===== config.mk =====
export PLATFORM = sky130hd
export DESIGN_NAME = csr_control_multi
export DESIGN_NICKNAME = d
export VERILOG_FILES = /design/src/rtl/csr_pkg.sv /design/src/rtl/csr_wait_counter.sv /design/src/rtl/csr_control_multi.sv
export SDC_FILE = /design/constraint.sdc
export NUM_CORES = 1
export LEC_CHECK = 0
export ABC_AREA = 1
export ABC_CLOCK_PERIOD_IN_PS = 1500
export BUFFER_PORTS_ARGS = -buffer_cell sky130_fd_sc_hd__buf_2
export CORE_AREA = 2 2 89 48
export CTS_CLUSTER_SIZE = 20
export DETAILED_ROUTE_END_ITERATION = 10
export DIE_AREA = 0 0 91 50
export PLACE_DENSITY = 0.78
export SLEW_MARGIN = 25
export SYNTH_ARGS = -nofsm -noshare
export SYNTH_HDL_FRONTEND = slang
export SYNTH_HIERARCHICAL = 1
export SYNTH_SLANG_ARGS = --single-unit

===== constraint.sdc =====
create_clock -name clk -period 1.5 [get_ports clk]
set_input_delay 0.15 -clock clk [delete_from_list [all_inputs] [get_ports clk]]
set_output_delay 0.15 -clock clk [all_outputs]
set_load 0.03 [all_outputs]

===== src/rtl/csr_pkg.sv =====
// csr_pkg: shared FSM encoding, register offsets and field positions for the CSR front-end
package csr_pkg;

    typedef enum logic [1:0] {
        ST_IDLE,
        ST_SETUP,
        ST_WAIT,
        ST_ACCESS
    } state_t;

    localparam int CTRL_ADDR   = 0;
    localparam int DATA_BASE   = 1;
    localparam int CTRL_OP_LSB = 0;
    localparam int IRQ_RES_BIT = 0;
    localparam int IRQ_ERR_BIT = 1;
    localparam int IRQ_CLR_BIT = 2;

    function automatic int res_addr(input int n);
        return n + 1;
    endfunction

    function automatic int status_addr(input int n);
        return n + 2;
    endfunction

    function automatic int irq_mask_addr(input int n);
        return n + 3;
    endfunction

    function automatic int ctrl_start_bit(input int op_size);
        return op_size;
    endfunction

endpackage


===== src/rtl/csr_wait_counter.sv =====
// csr_wait_counter: loadable down-counter whose done flag ends the read wait phase
module csr_wait_counter #(
    parameter int WIDTH = 1
) (
    input  logic             clk,
    input  logic             rst_n,
    input  logic             load,
    input  logic [WIDTH-1:0] load_val,
    input  logic             dec,
    output logic             done
);

    logic [WIDTH-1:0] count;

    assign done = (count == '0);

    // load on every setup cycle, then count down to zero and hold
    always_ff @(posedge clk or negedge rst_n) begin
        if (!rst_n)
            count <= '0;
        else if (load)
            count <= load_val;
        else if (dec && !done)
            count <= count - WIDTH'(1);
    end

endmodule


===== src/rtl/csr_control_multi.sv =====
// csr_control_multi: APB slave front-end for the ALU control/status register file
module csr_control_multi
    import csr_pkg::*;
#(
    parameter int NUM_OPERANDS = 2,
    parameter int OPERATION_SIZE = 2,
    parameter logic [2**OPERATION_SIZE-1:0] OP_VALID_MASK = 4'b0110,
    parameter int FIFO_OUT_WIDTH = 25,
    parameter int APB_BUS_SIZE = 32,
    parameter int READ_WAIT = 1,
    parameter int ADDR_WIDTH = $clog2(NUM_OPERANDS + 4)
) (
    input  logic                      clk,
    input  logic                      rst_n,
    input  logic [ADDR_WIDTH-1:0]     addr,
    input  logic                      sel,
    input  logic                      en,
    input  logic                      write,
    input  logic [APB_BUS_SIZE-1:0]   wdata,
    input  logic [FIFO_OUT_WIDTH-1:0] final_result,
    input  logic [FIFO_OUT_WIDTH-1:0] fifo_out_status,
    input  logic                      full_in,
    input  logic                      empty_out,
    output logic                      ready,
    output logic                      slv_err,
    output logic [APB_BUS_SIZE-1:0]   rdata,
    output logic                      en_ctrl,
    output logic [NUM_OPERANDS-1:0]   en_data,
    output logic                      r_en_out,
    output logic                      w_en_in,
    output logic                      irq
);

    localparam int RES_A     = res_addr(NUM_OPERANDS);
    localparam int STATUS_A  = status_addr(NUM_OPERANDS);
    localparam int MASK_A    = irq_mask_addr(NUM_OPERANDS);
    localparam int START_BIT = ctrl_start_bit(OPERATION_SIZE);
    localparam int CW        = (READ_WAIT > 1) ? $clog2(READ_WAIT) : 1;

    state_t                    state, next_state;
    logic [ADDR_WIDTH-1:0]     addr_q;
    logic                      write_q, err_q, start_q;
    logic [1:0]                irq_mask;
    logic                      err_sticky;
    logic                      wait_done;
    logic [31:0]               a_in, a_q;
    logic [OPERATION_SIZE-1:0] op;
    logic                      in_opreg, in_res, in_status;
    logic                      setup_err, res_ok, access, ok, mask_wr;
    logic                      unused_wdata;

    assign a_in         = 32'(addr);
    assign a_q          = 32'(addr_q);
    assign op           = wdata[CTRL_OP_LSB +: OPERATION_SIZE];
    assign unused_wdata = ^wdata;

    // address decode of the live bus, valid while in SETUP
    assign in_opreg  = a_in < 32'(RES_A);
    assign in_res    = a_in == 32'(RES_A);
    assign in_status = a_in == 32'(STATUS_A);
    assign res_ok    = !write && in_res && !empty_out;
    assign setup_err = (a_in > 32'(MASK_A))
                     | (!write && in_opreg)
                     | (write && (in_res || in_status))
                     | (write && in_opreg && full_in)
                     | (!write && in_res && empty_out)
                     | (write && (a_in == 32'(CTRL_ADDR)) && !OP_VALID_MASK[op]);

    // access-phase outputs decoded from the transfer latched at SETUP
    assign access  = (state == ST_ACCESS);
    assign ok      = access && !err_q;
    assign ready   = access;
    assign slv_err = access && err_q;
    assign en_ctrl = ok && write_q && (a_q == 32'(CTRL_ADDR));
    assign mask_wr = ok && write_q && (a_q == 32'(MASK_A));

    // one-hot operand register load pulse
    always_comb begin
        en_data = '0;
        for (int k = 0; k < NUM_OPERANDS; k++)
            en_data[k] = ok && write_q && (a_q == 32'(DATA_BASE + k));
    end

    // read data is driven only in a clean read access, zero otherwise
    always_comb begin
        rdata = '0;
        if (ok && !write_q)
            rdata = (a_q == 32'(RES_A))    ? APB_BUS_SIZE'(final_result) :
                    (a_q == 32'(STATUS_A)) ? APB_BUS_SIZE'(fifo_out_status) :
                    (a_q == 32'(MASK_A))   ? APB_BUS_SIZE'(irq_mask) : '0;
    end

    csr_wait_counter #(.WIDTH(CW)) u_wait (
        .clk      (clk),
        .rst_n    (rst_n),
        .load     (state == ST_SETUP),
        .load_val (CW'(READ_WAIT - 1)),
        .dec      (state == ST_WAIT),
        .done     (wait_done)
    );

    // APB phase sequencing; sel dropping mid-transfer abandons it
    always_comb begin
        next_state = state;
        case (state)
            ST_IDLE:   next_state = (sel && !en) ? ST_SETUP : ST_IDLE;
            ST_SETUP:  next_state = !sel ? ST_IDLE : res_ok ? ST_WAIT : ST_ACCESS;
            ST_WAIT:   next_state = !sel ? ST_IDLE : wait_done ? ST_ACCESS : ST_WAIT;
            ST_ACCESS: next_state = (sel && !en) ? ST_SETUP : ST_IDLE;
            default:   next_state = ST_IDLE;
        endcase
    end

    // state register
    always_ff @(posedge clk or negedge rst_n) begin
        if (!rst_n)
            state <= ST_IDLE;
        else
            state <= next_state;
    end

    // latch the transfer and its error verdict during SETUP
    always_ff @(posedge clk or negedge rst_n) begin
        if (!rst_n) begin
            addr_q  <= '0;
            write_q <= 1'b0;
            err_q   <= 1'b0;
            start_q <= 1'b0;
        end else if (state == ST_SETUP) begin
            addr_q  <= addr;
            write_q <= write;
            err_q   <= setup_err;
            start_q <= wdata[START_BIT];
        end
    end

    // FIFO pulses: pop right after a legal RES setup, push right after a started CTRL write
    always_ff @(posedge clk or negedge rst_n) begin
        if (!rst_n) begin
            r_en_out <= 1'b0;
            w_en_in  <= 1'b0;
        end else begin
            r_en_out <= (state == ST_SETUP) && sel && res_ok;
            w_en_in  <= en_ctrl && start_q;
        end
    end

    // interrupt mask, sticky error flag and registered level interrupt
    always_ff @(posedge clk or negedge rst_n) begin
        if (!rst_n) begin
            irq_mask   <= '0;
            err_sticky <= 1'b0;
            irq        <= 1'b0;
        end else begin
            if (mask_wr)
                irq_mask <= wdata[1:0];
            if (slv_err)
                err_sticky <= 1'b1;
            else if (mask_wr && wdata[IRQ_CLR_BIT])
                err_sticky <= 1'b0;
            irq <= (irq_mask[IRQ_RES_BIT] && !empty_out) || (irq_mask[IRQ_ERR_BIT] && err_sticky);
        end
    end

endmodule


After elaboration in Yosys (flattened, before gate mapping)
Index checks and enable logic that the tools add are counted.
- equal/unequal tests: 10
- multiplexer cells: 16
- reduce and logical (&&, ||, !) cells: 39
- bitwise operators: 5
- add/sub/neg operators: 1
- $lt $le $gt $ge: 3
- operators by type and width (kind ; number):
    $mux W25 ; 3
    $logic_not A32 Y1 ; 2
    $logic_and A1 B1 Y1 ; 25
    $eq A3 B2 Y1 const B ; 3
    $eq A3 B3 Y1 const B ; 3
    $mux W1 ; 8
    $logic_not A1 Y1 ; 6
    $mux W2 ; 3
    $pmux W2 S3 ; 1
    $or A1 B1 Y1 ; 5
    $eq A2 B2 Y1 const B ; 2
    $reduce_bool A2 Y1 ; 2
    $eq A3 B1 Y1 const B ; 1
    $gt A3 B3 Y1 const B ; 1
    $lt A2 B3 Y1 const B ; 1
    $lt A3 B2 Y1 const B ; 1
    $bmux W1 S2 ; 1
    $eq A2 B1 Y1 const B ; 1
    $logic_not A2 Y1 ; 1
    $logic_or A1 B1 Y1 ; 2
    $reduce_or A2 Y1 ; 1
    $sub A1 B1 Y1 const B ; 1
- input port bits: 92
- output and inout port bits: 40
- register bits: 15
- word-level logic and storage cells: 85

Longest topological paths before layout
Gate-level depths: netlist of run 1.
- depth in word-level cells: 7
- gate-level depth with buffers: 9
- depth with buffers taken out: 9

Hierarchy
The synthesis of run 1 kept the hierarchy.
- by module, submodules not included (module ; area an instance (um^2) ; instances ; seq. area each (um^2) ; cells each):
    csr_control_multi ; 1229.9 ; 1 ; 350.3 ; 191
    csr_wait_counter ; 48.8 ; 1 ; 25.0 ; 7

Least setup slack after synthesis of run 1
No wires, ideal clock.
- path type: reg-to-output
- start: register state[0]
- end: output port en_data[0]
- path slack: -0.533 ns
- stages on the path, launching flop included: 4
- data arrival time: 1.883 ns
- data required time: 1.350 ns
- path buffers: 0
- path through: dfrtp_1 -> ha_1 -> nand3_1 -> nor4_1
- word-level cells in the longest chain between the ends: 4
- RTL lines (item ; line ; text):
    start, declared ; csr_control_multi.sv:40 ; state_t state, next_state;
    start signal, assigned ; csr_control_multi.sv:119 ; state <= next_state;
    $eq A2 B2 Y1 ; csr_control_multi.sv:70 ; assign access = (state == ST_ACCESS);
    named net ready ; csr_control_multi.sv:24 ; output logic ready,
    $logic_and A1 B1 Y1 ; csr_control_multi.sv:71 ; assign ok = access && !err_q;
    $logic_and A1 B1 Y1 (2 in series) ; csr_control_multi.sv:81 ; en_data[k] = ok && write_q && (a_q == 32'(DATA_BASE + k));
    end, declared ; csr_control_multi.sv:28 ; output logic [NUM_OPERANDS-1:0] en_data,
The timed path passes the listed nets, and every way through them passes these cells.

Final worst setup path of run 1
- start: register addr_q[1]
- end: output port rdata[9]
- word-level cells in the longest chain between the ends: 4
- elaborated cells on any way between the ends: 5
- classes of those cells: 2 x eq/ne; 3 x mux
- RTL lines (item ; line ; text):
    start, declared ; csr_control_multi.sv:41 ; logic [ADDR_WIDTH-1:0] addr_q;
    start signal, assigned ; csr_control_multi.sv:130 ; addr_q <= addr;
    $eq A3 B3 Y1 ; csr_control_multi.sv:89 ; (a_q == 32'(STATUS_A)) ? APB_BUS_SIZE'(fifo_out_status) :
    $mux W25 ; csr_control_multi.sv:89 ;
    $mux W25 * ; csr_control_multi.sv:88 ; rdata = (a_q == 32'(RES_A)) ? APB_BUS_SIZE'(final_result) :
    $mux W25 * ; csr_control_multi.sv:87 ; if (ok && !write_q)
    end, declared ; csr_control_multi.sv:26 ; output logic [APB_BUS_SIZE-1:0] rdata,
Mark *: on every way between the ends. The rest lies on a longest branch, timed or not.

==> results.yml, run 1 <==
run_status:
  status: "finished, violations left"
  violations: "setup timing"
route:
  vias_per_cell: 4.50
  wire_per_inst_um: 12.2
  final_antenna_net_count: 0
  first_iter_violations: 40
  num_vias: 1659
  drc: 0
  wl_mm: 4.52
  first_pass_iters: 4
sta:
  finalSetupViolCount: 29
  fmax_mhz: 608
  holdWs_ns: 0.148
  fin_skew_ns: 0.00389
  maxSlewViolCount: 0
  post-route-period-util_pct: 110
  final_hold_viol_count: 0
  rsz0062_at_grt: "true"
  period_minus_slack_ns: 1.64
  fin_ws_ns: -0.145
logic_synthesis:
  yosys.area.top_type: "dfrtp_1"
  yosysSeqAreaShare_pct: 29.4
  synth_seq_cells: 15
  synthArstFlopShare_pct: 100
  yosys_warnings: 6
  ys_types: 25
  syn_inst: 198
  synth.cell_area_mm2: 0.00128
  synth_edf_count: 0
  syn_area_per_cell_um2: 6.46
  synth_top_area_share_pct: 29.4
  synth_most_common_cell: "nand2_1"
  synth_area_leaders: "dfrtp_1 29%, nand2_1 23%, a21oi_1 7.8%, inv_1 6.5%, buf_4 4.1%"
  synth_ff_type: "dfrtp_1"
  ys_top_cells_by_count: "78 x nand2_1, 22 x inv_1, 20 x a21oi_1"
setup_path:
  rr_worst_depth: 8
  reg2reg_setup_slack_ns: 0.13
  crit_fanout: 8
  crit_buf_inv: 3
  r2r-end: "err_sticky$_DFFE_PN0P_"
  startpoint: "addr_q[1]$_DFFE_PN0P_"
  worstPathCellList: "inv_2 -> nand2_4 -> nor2_8 -> buf_6 -> nand2_1 -> a21oi_4 -> buf_6"
  path_class: "flop to output port"
  cp_slowest_stage_delay_ns: 0.41
  critPathCaptureType: "output port"
  cp.required_ns: 1.35
  critPathArrivalTime_ns: 1.49
  start_kind: "flop"
  timing.rr.start: "state[0]$_DFF_PN0_"
  path_common_cell: "buf_6"
  slowest_stage: "dfrtp_1"
  critical_path.top_delay_family: "flip-flops"
cts:
  clock-root-buffer: "clkbuf_8"
  insertion_delay_ns: 0.25
  cts_buffers: 3
  cts_num_sinks: 15
  clk_pin_slew_ns: 0.06
  cts.path.max_buffers: 2
  cts.htree.levels: 1
  cts_tree: "built"
die:
  die_h_um: 50
  fp.dieW_um: 91
  core_area_mm2: 0.00376
  ios: 132
  start_util_pct: 34.0
  dieArea_mm2: 0.00455
  placementRows: 16
grt:
  gr-usage-all-layers_pct: 19.1
  first_global_vias: 1536
  grt_max_degree: 24
  antenna_found_initial: 0
  grt_overflow: 0
  grt_pass1_wl_mm: 7.02
final_layout:
  num_antenna_cells: 0
  area_growth_pct: 96.0
  final_core_util_pct: 66.6
  fin_area_mm2: 0.00251
  drive_gt1_share_pct: 57.1
  nets: 411
  final.fill_count: 320
placed_design:
  dp_hpwl_mm: 3.27
  dp_slack_ns: 0.0347
  place_area_mm2: 0.00206
  portBuffers: 95
  gp_congestion: 0.754
power:
  power_mw: 2.65
  leakage_nw: 1.20
  power.density_mw_per_mm2: 1060
  peakVddDrop_uv: 501
hold_path:
  hold_class: "input port to flop"
  min_delay_path_depth: 2
  hold_start: "empty_out"
  holdPathEnd: "irq$_DFF_PN0_"
job:
  maxCapViolations: 0
-- worst max-delay path by stage --
stage	to	slack, ns	cells after the start
global route	rdata[4]	-0.22	7
global placement	rdata[12]	0.06	7
CTS	rdata[8]	-0.14	7
finish	rdata[9]	-0.14	7
detailed placement	rdata[11]	0.03	6
floorplan	rdata[24]	-0.03	5
-- sequential cells by signal, summed over array words and instances (netlist names) --
| register | cells |
|---|---|
| addr_q | 3 |
| err_q | 1 |
| err_sticky | 1 |
| irq | 1 |
| irq_mask | 2 |
| r_en_out | 1 |
| start_q | 1 |
| state | 2 |
| u_wait/count | 1 |
| w_en_in | 1 |
| write_q | 1 |
-- routing by layer --
metal  up-vias  GRT usage (%)  routed length [µm]
met4         0           3.03                  29
li1        847              -                   -
met5         -              0                   0
met2        61           31.4                2090
met3         4           4.13                 343
met1       747           26.4                2050
-- layout by cell type, fill, tap and decap left out, types with 2 or more instances in the layout --
cell / count
nor4_4: 2
nand3_1: 4
buf_2: 67
a21oi_2: 12
dfrtp_1: 15
nand2_2: 15
a21oi_4: 11
buf_6: 28
buf_4: 20
clkbuf_16: 2
nand2_1: 61
nand2_4: 3
nor2_1: 8
o21ai_0: 8
buf_12: 2
inv_1: 21
nand3_4: 3
a21oi_1: 3
clkbuf_8: 3
conb_1: 8
nor4_1: 2
inv_2: 3
-- power breakdown --
part	internal [mW]	switching (mW)	leakage [nW]
Combinational	0.703	1.00	0.998
Clock	0.184	0.142	0.0255
Sequential	0.530	0.0929	0.172
Total	1.42	1.24	1.20
-- layout make-up --
class | count | area (µm²) | share of cell area (%)
tap | 54 | 67.6 | 2.70
clock inverter | 1 | 5.00 | 0.200
timing repair buffer | 120 | 901 | 35.9
inverter | 25 | 101 | 4.04
multi-input combinational | 151 | 1010 | 40.5
sequential | 15 | 375 | 15.0
clock buffer | 3 | 41.3 | 1.65
-- stage by stage --
step | TNS (ns) | instances
global placement | 0 | 354
floorplan | -0.298 | 205
global route | -5.44 | 369
finish | -3.12 | 369
CTS | -3.03 | 365
detailed placement | 0 | 354
-- what timing repair did --
action | CTS | global route
hold endpoints to repair | 15 | 0
buffers inserted | 6 | 1
gates resized for setup | 63 | 25
hold buffers | 1 | 0
cloned | 0 | 3
pin swaps | 1 | 1
setup endpoints to repair | 28 | 30
-- worst register-to-register path, stage by stage (launching register included) --
cell and delay, ns:
dfrtp_1 0.41, ha_4 0.18, nand3_2 0.09, buf_6 0.15, buf_4 0.15, nor2_4 0.12, nand2_1 0.06, nand2_1 0.05
nand2_1 0.05
-- kinds of logic after synthesis --
kind of cell	synth area share [%]
AND/OR/NAND/NOR	35.0
buffers and inverters	16.1
AO/OA/AOI/OAI	16.2
flip-flops	29.4
adder cells (fa/ha/maj)	2.94
other	0.293
No activity file was read; power rests on OpenSTA's default activity.
==> run 2: changes to the inputs <==
--- a/config.mk
+++ b/config.mk
@@ -8,11 +8,12 @@
 export ABC_AREA = 1
 export ABC_CLOCK_PERIOD_IN_PS = 1500
 export BUFFER_PORTS_ARGS = -buffer_cell sky130_fd_sc_hd__buf_2
-export CORE_AREA = 2 2 89 48
+export CORE_AREA = 2 2 88 48
+export CTS_BUF_LIST = sky130_fd_sc_hd__clkbuf_4 sky130_fd_sc_hd__clkbuf_8
 export CTS_CLUSTER_SIZE = 20
 export DETAILED_ROUTE_END_ITERATION = 10
-export DIE_AREA = 0 0 91 50
-export PLACE_DENSITY = 0.78
+export DIE_AREA = 0 0 90 50
+export PLACE_DENSITY = 0.79
 export SLEW_MARGIN = 25
 export SYNTH_ARGS = -nofsm -noshare
 export SYNTH_HDL_FRONTEND = slang
==> run 2 against run 1 <==
Compared with the run above:
- the run still ends with setup timing left
- clock skew up 0.0036 ns
- setup slack worse by 0.056 ns
- sequential power about the same
- clock power grew 11%
- cell count fell by 0.81%
- critical endpoint is now rdata[11]
- largest cell class unchanged
- largest power group unchanged
- highest routed layer unchanged
==> results.yml, run 2 (synthesis gave the netlist of run 1 again) <==
die:
  start_util_pct: 34.3
  die_h_um: 50
  placementRows: 16
  fp.dieW_um: 90
  ios: 132
  dieArea_mm2: 0.00450
  core_area_mm2: 0.00372
power:
  pwr-share-clk_pct: 14.0
  sw_frac_of_total_pct: 46.4
  power_mw: 2.59
  leakage_nw: 1.14
  peakVddDrop_uv: 570
  combPwrFrac_pct: 61.8
  internal_power_mw: 1.39
  p_sw_mw: 1.20
  power.density_mw_per_mm2: 1070
  pwr-share-seq_pct: 24.2
cts:
  cts.path.max_buffers: 2
  clock-root-buffer: "clkbuf_8"
  clk_pin_slew_ns: 0.07
  cts.htree.levels: 1
  cts_tree: "built"
  insertion_delay_ns: 0.26
  cts_buffers: 3
  cts_num_sinks: 15
grt:
  grt_pass1_wl_mm: 7.03
  antenna_found_initial: 0
  grt_overflow: 0
  first_global_vias: 1509
  gr-usage-all-layers_pct: 19.5
  grt_max_degree: 24
sta:
  post-route-period-util_pct: 113
  fmax_mhz: 588
  holdWs_ns: 0.132
  finalSetupViolCount: 28
  rsz0062_at_grt: "true"
  fin_skew_ns: 0.00748
  period_minus_slack_ns: 1.70
  final_hold_viol_count: 0
  maxSlewViolCount: 0
  fin_ws_ns: -0.201
placed_design:
  placed_cells: 352
  gp_congestion: 0.819
  dp_hpwl_mm: 3.24
  portBuffers: 95
route:
  vias_per_cell: 4.54
  wl_mm: 4.53
  wire_per_inst_um: 12.4
  first_pass_iters: 4
  first_iter_violations: 105
  num_vias: 1662
  drc: 0
  final_antenna_net_count: 0
final_layout:
  final_common_cell: "nand2_1"
  nets: 408
  largest_register_ffs: 3
  final_cell_mix: "76 x nand2_1, 67 x buf_2, 28 x buf_6"
  largest_registers: "addr_q: 3 flops, irq_mask: 2 flops, state: 2 flops"
  finalNonFillerCells: 366
  top_register: "addr_q"
  area_growth_pct: 88.6
  final_core_util_pct: 64.8
  drive_gt1_share_pct: 51.0
  num_antenna_cells: 0
hold_path:
  min_delay_path_depth: 3
  hold_class: "input port to flop"
setup_path:
  crit_fanout: 11
  path_class: "flop to output port"
  rr_worst_depth: 8
  reg2reg_setup_slack_ns: 0.12
  critPathArrivalTime_ns: 1.55
  cp.required_ns: 1.35
  start_kind: "flop"
  critPathCaptureType: "output port"
job:
  maxCapViolations: 0
run_status:
  violations: "setup timing"
  status: "finished, violations left"
-- run 2: area by class of cell --
cell class / instances / area [µm²]
inverter: 25 / 101
fill: 339 / 1310
multi-input combinational: 151 / 958
tap: 54 / 67.6
timing repair buffer: 117 / 861
clock buffer: 4 / 48.8
sequential: 15 / 375
-- run 2: power groups by stage --
stage	sequential (mW)	combinational [mW]	clock, mW
3_5_place_dp	0.634	1.31	0
4_1_cts	0.624	1.41	0.357
6_report	0.626	1.60	0.363
5_1_grt	0.637	1.79	0.391
3_3_place_gp	0.626	1.28	0
2_1_floorplan	0.670	0.879	0
-- run 2: path summary, 6_finish.rpt --
| check | startpoint | end |
|---|---|---|
| min | wdata[2] | start_q$_DFFE_PN0P_ |
| max in group asynchronous | rst_n | state[1]$_DFF_PN0_ |
| max | addr_q[1]$_DFFE_PN0P_ | rdata[11] |
| max reg2reg | state[0]$_DFF_PN0_ | err_q$_DFFE_PN0P_ |
| min reg2reg | err_sticky$_DFFE_PN0P_ | err_sticky$_DFFE_PN0P_ |
| min in group asynchronous | rst_n | write_q$_DFFE_PN0P_ |
-- run 2: critical path, stage by stage, from the launching register on --
cell and delay, ns:
dfrtp_1 0.43, inv_2 0.10, nand2_4 0.07, nor2_8 0.16
clkbuf_16 0.18, nand2_1 0.09, a21oi_4 0.13, buf_6 0.14
-- run 2: repair_timing --
item / in CTS / in global routing
hold buffers: 1 / 0
endpoints found under the hold margin: 15 / 0
cloned: 0 / 1
pin swaps: 0 / 1
setup buffers: 4 / 4
setup endpoints to repair: 28 / 30
resized for setup: 54 / 15
-- run 2: per-layer routing --
| layer | routed length [µm] | global-route usage [%] | part of all wire (%) |
|---|---|---|---|
| met2 | 2160 | 32.6 | 48 |
| met5 | 0 | 0 | 0 |
| met1 | 2080 | 26.2 | 46 |
| met4 | 37 | 3.59 | 0.82 |
| met3 | 246 | 4.43 | 5.4 |
-- run 2: metrics by stage --
step	worst slack [ns]	TNS, ns	area, µm²
global placement	0.0493	0	2040
CTS	-0.161	-3.60	2300
finish	-0.201	-4.34	2410
floorplan	-0.0306	-0.298	1500
detailed placement	0.0338	0	2040
global route	-0.267	-6.59	2410
==> run 3: changes to the inputs <==
--- a/config.mk
+++ b/config.mk
@@ -8,14 +8,13 @@
 export ABC_AREA = 1
 export ABC_CLOCK_PERIOD_IN_PS = 1500
 export BUFFER_PORTS_ARGS = -buffer_cell sky130_fd_sc_hd__buf_2
-export CORE_AREA = 2 2 88 48
+export CORE_AREA = 2 2 87 47
 export CTS_BUF_LIST = sky130_fd_sc_hd__clkbuf_4 sky130_fd_sc_hd__clkbuf_8
 export CTS_CLUSTER_SIZE = 20
 export DETAILED_ROUTE_END_ITERATION = 10
-export DIE_AREA = 0 0 90 50
-export PLACE_DENSITY = 0.79
+export DIE_AREA = 0 0 89 49
+export PLACE_DENSITY = 0.81
 export SLEW_MARGIN = 25
 export SYNTH_ARGS = -nofsm -noshare
 export SYNTH_HDL_FRONTEND = slang
-export SYNTH_HIERARCHICAL = 1
 export SYNTH_SLANG_ARGS = --single-unit
==> run 3 against run 2 <==
Compared with the run above:
- flip-flop and latch count did not move
- the flow still finishes with violations (setup timing)
- clock power fell by 4%
- register-to-register slack barely moved
- sequential share of layout area down 0.99 points
- clock skew is 0.0047 ns lower
- sequential power is 3.5% lower
==> results.yml, run 3 <==
route:
  final_antenna_net_count: 0
  num_vias: 1686
  first_pass_iters: 4
  wl_mm: 4.72
  wire_per_inst_um: 12.9
  first_iter_violations: 51
  drc: 0
  vias_per_cell: 4.61
setup_path:
  cp.required_ns: 1.35
  cp_slowest_stage_delay_ns: 0.40
  critPathCaptureType: "output port"
  slowest_stage: "dfrtp_1"
  crit_fanout: 9
  start_kind: "flop"
  path_class: "flop to output port"
  critPathArrivalTime_ns: 1.51
  worstPathCellList: "ha_4 -> nand3_4 -> buf_16 -> a21oi_4 -> buf_6"
die:
  dieArea_mm2: 0.00436
  core_area_mm2: 0.00368
  die_h_um: 49
  fp.dieW_um: 89
  placementRows: 16
  start_util_pct: 34.0
  ios: 132
cts:
  clock-root-buffer: "clkbuf_8"
  insertion_delay_ns: 0.25
  clk_pin_slew_ns: 0.06
  cts_tree: "built"
  cts_buffers: 3
  cts_num_sinks: 15
  cts.path.max_buffers: 2
  cts.htree.levels: 1
sta:
  fin_ws_ns: -0.155
  post-route-period-util_pct: 110
  period_minus_slack_ns: 1.66
  rsz0062_at_grt: "true"
  fin_skew_ns: 0.00275
  final_hold_viol_count: 0
  fmax_mhz: 604
  finalSetupViolCount: 28
  maxSlewViolCount: 0
logic_synthesis:
  synth_edf_count: 0
  syn_inst: 194
  syn_area_per_cell_um2: 6.45
  synth_ff_type: "dfrtp_1"
  synth.cell_area_mm2: 0.00125
  yosys.area.top_type: "dfrtp_1"
  synthArstFlopShare_pct: 100
  synth_top_area_share_pct: 30.0
  synth_seq_cells: 15
  yosysSeqAreaShare_pct: 30.0
  ys_types: 23
  ys_top_cells_by_count: "77 x nand2_1, 22 x a21oi_1, 20 x inv_1"
  yosys_warnings: 0
  synth_area_leaders: "dfrtp_1 30%, nand2_1 23%, a21oi_1 8.8%, inv_1 6.0%, buf_4 4.2%"
  synth_most_common_cell: "nand2_1"
grt:
  first_global_vias: 1647
  grt_pass1_wl_mm: 7.31
  antenna_found_initial: 0
  grt_max_degree: 24
  gr-usage-all-layers_pct: 21.2
  grt_overflow: 0
final_layout:
  final-seq-area_um2: 375
  largest_registers: "addr_q: 3 flops, irq_mask: 2 flops, state: 2 flops"
  area_growth_pct: 106
  drive_gt1_share_pct: 55.4
  num_antenna_cells: 0
  final_cell_mix: "69 x nand2_1, 67 x buf_2, 33 x buf_6"
  largest_register_ffs: 3
  finalNonFillerCells: 366
  nets: 408
  final_common_cell: "nand2_1"
  top_register: "addr_q"
  fin_area_mm2: 0.00258
  final.fill_count: 282
  multi_input_area_mm2: 0.00106
placed_design:
  placed_cells: 351
  portBuffers: 95
  gp_congestion: 0.792
  place_area_mm2: 0.00211
  dp_hpwl_mm: 3.32
power:
  peakVddDrop_uv: 748
  power.density_mw_per_mm2: 1010
  leakage_nw: 1.18
run_status:
  status: "finished, violations left"
  violations: "setup timing"
job:
  maxCapViolations: 0
hold_path:
  hold_class: "input port to flop"
run 3: cell families after synthesis:
logic type / share of synthesized area (%)
AOI/OAI and AO/OA: 16.0
adders and majority gates: 3.00
buffers and inverters: 15.5
DFF: 30.0
other: 0.300
and+or+nand+nor: 35.2
run 3: worst max-delay path: cells and delay by family (launching register included):
family          cells  cell delay [ns]
simple gates        1             0.17
flops               1             0.40
buf+inv             2             0.37
compound gates      1             0.13
fa+ha+maj           1             0.18
run 3: what timing repair did:
| action | 4_1_cts | 5_1_grt |
|---|---|---|
| hold buffers | 1 | 0 |
| pin swaps | 4 | 3 |
| gates resized for setup | 79 | 10 |
| setup endpoints to repair | 28 | 31 |
| cloned | 1 | 1 |
| hold endpoints to repair | 15 | 0 |
| buffers inserted | 5 | 3 |
run 3: area by class of cell:
cell class                      instances  share of cell area [%]
Tap cell                               54                    2.62
Timing Repair Buffer                  122                    35.9
Clock buffer                            4                    1.89
Multi-Input combinational cell        149                    41.3
Inverter                               22                    3.69
Sequential cell                        15                    14.6
run 3: final timing paths:
path / slack [ns] / start / cells after the start / to
worst max-delay path: -0.16 / state[1]$_DFF_PN0_ / 5 / rdata[21]
worst min-delay path: 0.12 / empty_out / 2 / irq$_DFF_PN0_
worst max register to register: 0.11 / state[1]$_DFF_PN0_ / 10 / err_q$_DFFE_PN0P_
worst min register to register: 0.51 / u_wait.count$_DFFE_PN0P_ / 2 / u_wait.count$_DFFE_PN0P_
max in group asynchronous: 0.91 / rst_n / 2 / addr_q[2]$_DFFE_PN0P_
min in group asynchronous: 0.33 / rst_n / 2 / u_wait.count$_DFFE_PN0P_
run 3: metal layers:
metal  global-route usage [%]  part of all wire [%]
met2                     35.4                    48
met1                     27.9                    42
met5                        0                     0
met3                     4.57                   7.1
met4                     5.72                   3.0
run 3: power breakdown:
group          switching [mW]  internal (mW)  leakage [nW]  total, mW
clock network           0.142          0.207        0.0262      0.349
registers              0.0846          0.519         0.173      0.604
logic                    1.00          0.657         0.982       1.66
total                    1.23           1.38          1.18       2.61
run 3: through the flow:
stage	setup WS, ns	hold slack (ns)	setup TNS [ns]	power [mW]	util (%)
after global placement	0.0442	0.0670	0	1.90	57.2
after floorplan	-0.0433	-0.146	-0.0865	1.54	-
final	-0.155	0.123	-3.26	2.61	69.9
after detailed placement	0.0424	0.0696	0	1.94	57.2
after global routing	-0.248	0.143	-4.78	2.80	69.9
after CTS	-0.116	0.128	-2.40	2.49	67.2
